## config.mk

```make
export PLATFORM = sky130hd
export DESIGN_NAME = funnel_window_feeder
export DESIGN_NICKNAME = d
export VERILOG_FILES = /design/src/rtl/funnel_window_feeder.sv
export SDC_FILE = /design/constraint.sdc
export NUM_CORES = 1
export LEC_CHECK = 0
export BUFFER_PORTS_ARGS = -buffer_cell sky130_fd_sc_hd__buf_2
export CAP_MARGIN = 10
export CORE_MARGIN = 2
export CORE_UTILIZATION = 51
export CTS_BUF_LIST = sky130_fd_sc_hd__clkbuf_16
export DETAILED_ROUTE_END_ITERATION = 12
export MAX_ROUTING_LAYER = met4
export PLACE_DENSITY = 0.79
export SKIP_CTS_REPAIR_TIMING = 1
export SLEW_MARGIN = 25
export SYNTH_ARGS = -nofsm -noshare
export SYNTH_HDL_FRONTEND = slang
export SYNTH_SLANG_ARGS = --single-unit
```

## constraint.sdc

```tcl
create_clock -name clk -period 4 [get_ports clk]
set_input_delay 0.8 -clock clk [delete_from_list [all_inputs] [get_ports clk]]
set_output_delay 0.8 -clock clk [all_outputs]
set_load 0.1 [all_outputs]
```

## src/rtl/funnel_window_feeder.sv

```systemverilog
// Two-word bit window feeding a W-bit right funnel shifter from a valid/ready word stream.
// Tracks the bit offset into the window, and retires and refills a word whenever the offset wraps.
module funnel_window_feeder #(
  parameter int W  = 10,
  parameter int AW = 4
) (
  input  logic          clk,
  input  logic          rst_n,
  input  logic [W-1:0]  s_data,
  input  logic          s_valid,
  output logic          s_ready,
  input  logic          consume,
  input  logic [AW-1:0] consume_len,
  input  logic          flush,
  output logic          win_valid,
  output logic [W-1:0]  sh_in1,
  output logic [W-1:0]  sh_in2,
  output logic [AW-1:0] sh_amt,
  output logic          len_err
);

  typedef enum logic [1:0] {
    EMPTY = 2'd0,
    HALF  = 2'd1,
    FULL  = 2'd2
  } state_e;

  localparam logic [AW-1:0] W_AW = AW'(W);
  localparam logic [AW:0]   W_N  = (AW+1)'(W);

  state_e        state_q, state_d;
  logic [W-1:0]  lo_q, lo_d;
  logic [W-1:0]  hi_q, hi_d;
  logic [AW-1:0] off_q, off_d;
  logic          len_err_q, len_err_d;

  logic          acc_c;
  logic          over;
  logic          wrap;
  logic          push;
  logic [AW-1:0] len_eff;
  logic [AW:0]   n;

  always_comb begin
    acc_c   = consume && (state_q == FULL);
    over    = consume_len > W_AW;
    len_eff = over ? W_AW : consume_len;
    n       = {1'b0, off_q} + {1'b0, len_eff};
    wrap    = acc_c && (n >= W_N);
    s_ready = !flush && ((state_q != FULL) || wrap);
    push    = s_valid && s_ready;

    state_d   = state_q;
    lo_d      = lo_q;
    hi_d      = hi_q;
    off_d     = off_q;
    len_err_d = len_err_q;

    if (flush) begin
      state_d   = EMPTY;
      off_d     = '0;
      len_err_d = 1'b0;
    end else begin
      if (acc_c) begin
        if (over) len_err_d = 1'b1;
        if (wrap) begin
          off_d = AW'(n - W_N);
          lo_d  = hi_q;
        end else begin
          off_d = n[AW-1:0];
        end
      end
      // A wrap drops the old word first, so FULL only stays FULL if a refill lands in the same cycle.
      unique case (state_q)
        EMPTY: if (push) begin
          state_d = HALF;
          lo_d    = s_data;
        end
        HALF: if (push) begin
          state_d = FULL;
          hi_d    = s_data;
        end
        FULL: if (wrap) begin
          if (push) hi_d = s_data;
          else      state_d = HALF;
        end
        default: state_d = EMPTY;
      endcase
    end
  end

  always_ff @(posedge clk or negedge rst_n) begin
    if (!rst_n) begin
      state_q   <= EMPTY;
      lo_q      <= '0;
      hi_q      <= '0;
      off_q     <= '0;
      len_err_q <= 1'b0;
    end else begin
      state_q   <= state_d;
      lo_q      <= lo_d;
      hi_q      <= hi_d;
      off_q     <= off_d;
      len_err_q <= len_err_d;
    end
  end

  assign win_valid = (state_q == FULL);
  assign sh_in1    = hi_q;
  assign sh_in2    = lo_q;
  assign sh_amt    = off_q;
  assign len_err   = len_err_q;

endmodule

```

==> impl_metrics.toml <==
[setup_path]
startpoint = "consume_len[0]"
rr_worst_depth = 9
worst_r2r_endpoint = "sh_in1[7]$_DFFE_PN0P_"
crit_arrival_ps = 3050
end_kind = "output port"
cp.required_ps = 3200
rr_startpoint = "sh_amt[0]$_DFFE_PN0P_"
r2r_slack_ps = 1150
path_class = "in -> out"
path_max_fanout = 3
start_kind = "input port"

[route]
drt_wl_total_mm = 3.58
routedWlPerCell_um = 17.2
drt_iter0_markers = 61
remaining_drc_errors = 0
wl_met2_mm = 1.98
wl_met1_mm = 1.42
vias = 1281
final_antenna_net_count = 0
routed_via_density = 6.16
dr_wl_met3_um = 143
maxUsedRoutingLayer = "met4"
detail_route.first_pass.iterations = 4

[cts]
cts_tree = "done"
cts_inserted_buffers = 3
clk_pin_slew_ps = 70
clkLatencyLatePin_ps = 260
clockBufferDepth = 2
numClockSinks = 27
root_buffer = "clkbuf_16"
htree_levels = 1

[cells_and_area]
fin_nets = 203
area_growth_pct = 23.7
layout_commonest_cell = "buf_2"
final-instance-count-excl-fill = 208
final_cell_mix = "buf_2 (44), dfrtp_1 (27), o22a_1 (10), mux2_2 (10), o221a_2 (9)"
antenna_cells = 0
drive_above_1_share_pct = 46.9

[flow_run]
maxCapViolCount = 0

[timing]
drv_slew = 0
period_share_pct = 96.3
timing.final.ws_setup_ps = 150
final-hold-violation-count = 0
fmax_mhz = 260
setup_viol = 0
setup-tns-final_ps = 0
timing.final.crit_period_ps = 3850
rsz0062_at_grt = "no"
skew_ps = 2.81
slew_headroom_pct = 59.6
tightest_slew_ps = 606

[floorplan]
io_pins = 46
core_area_um2 = 2780
dieWidth_um = 58.5
die_y_um = 58.5
start_util_pct = 54.4
rows = 19
die_area_um2 = 3420

[synth]
ys_async_sr_fraction_pct = 100
synthTopCellsByArea = "dfrtp_1 (45%), mux2_2 (7.4%), o221a_2 (6.7%), o22a_1 (5.8%), ha_1 (4.1%)"
yosys_warnings = 0
synth_edf_count = 0
synthFlopType = "dfrtp_1"
synth.yosys.seq_area_share_pct = 44.7
synth_cell_types = 40
ys_seq_elements = 27
synth_area_um2 = 1510
syn_inst = 132
yosys.area.top_type_share_pct = 44.7
syn-mean-instance-area_um2 = 11.5
synth_nets = 157
synth_top_area_cell = "dfrtp_1"

[place]
dpl.cell_count = 204
numPortBuffers = 45
place_ws_ps = 83.1
post-dp-hpwl_mm = 2.56
gp_congestion = 0.918

[power_and_ir_drop]
p_leak_nw = 0.934
finalPower_mw = 1.26
worst_ir_drop_vdd_mv = 0.578
power_density_nw_per_um2 = 671

[global_routing]
grtUsageTotal_pct = 23.4
antenna_found_initial = 0
grt_pass1_wl_mm = 5.87
grt_pass1_vias = 1313
grt_max_degree = 28
grt-ovfl-total = 0

[worst_hold_path]
hold_end = "len_err$_DFFE_PN0P_"
hold_depth = 2
hold_path.class = "reg -> reg"
min_from = "len_err$_DFFE_PN0P_"

[outcome]
status = "finished, final reports clean"
-- critical path, stage by stage --
cell and delay, ps:
buf_2 110, a21o_1 180, a21boi_1 140, ha_2 220, inv_2 40, fa_2 390
xor2_2 190, ha_2 220, a21boi_4 150, o211ai_2 160, nand2_1 80, a21oi_2 170
buf_12 190
-- cells in the mapped netlist (3+ instances only) --
master and number:
a21o_1 4, a21oi_1 8, dfrtp_1 27, ha_1 5, inv_1 9, mux2_2 10, nand2_1 6, nor2_1 5
nor2b_1 3, o21ai_0 3, o221a_2 9, o22a_1 10
-- state kept, by name, indices dropped and copies added, names as in the netlist --
| register | cells |
|---|---|
| state_q | 2 |
| sh_in2 | 10 |
| len_err | 1 |
| sh_amt | 4 |
| sh_in1 | 10 |
-- per-stage QoR --
| stage | area [um^2] | hold WS (ps) | util (%) |
|---|---|---|---|
| after floorplan | 1530 | 504 | - |
| after global placement | 1790 | 481 | 64.2 |
| after detailed placement | 1790 | 481 | 64.2 |
| after CTS | 1870 | 497 | 67.2 |
| after global routing | 1870 | 537 | 67.3 |
| final | 1870 | 499 | 67.3 |
-- cells by family after synthesis --
logic type,synth area share [%]
xor gates and xnor gates,2.23
buffers and inverters,4.13
and+or+nand+nor,8.85
DFF,44.7
muxes,8.19
adders and majority gates,5.46
AOI/OAI and AO/OA,26.5
-- power breakdown --
part,internal [mW],total [mW],switching (mW)
Clock,0.136,0.229,0.0933
Combinational,0.130,0.650,0.520
Sequential,0.330,0.377,0.0474
-- metal layers --
metal / vias to the layer above / global-route usage, %
li1: 595 / -
met1: 642 / 27.4
met2: 40 / 38.8
met3: 4 / 6.81
met4: 0 / 7.31
met5: - / -
-- area by class of cell --
type                            instances  area [um^2]
Sequential cell                        27          676
Tap cell                               31         38.8
Fill cell                             229          910
Clock inverter                          1         7.51
Inverter                                9         33.8
Multi-Input combinational cell         91          793
Timing Repair Buffer                   46          248
Clock buffer                            3         75.1
-- worst max path at each step --
stage                     depth (start not counted)  slack (ps)  endpoint
after floorplan                                  11        -840   s_ready
after global placement                           13         150   s_ready
after detailed placement                         13          80   s_ready
after CTS                                        13          80   s_ready
after global routing                             13          20   s_ready
final                                            13         150   s_ready
(Power assumes the default switching activity.)
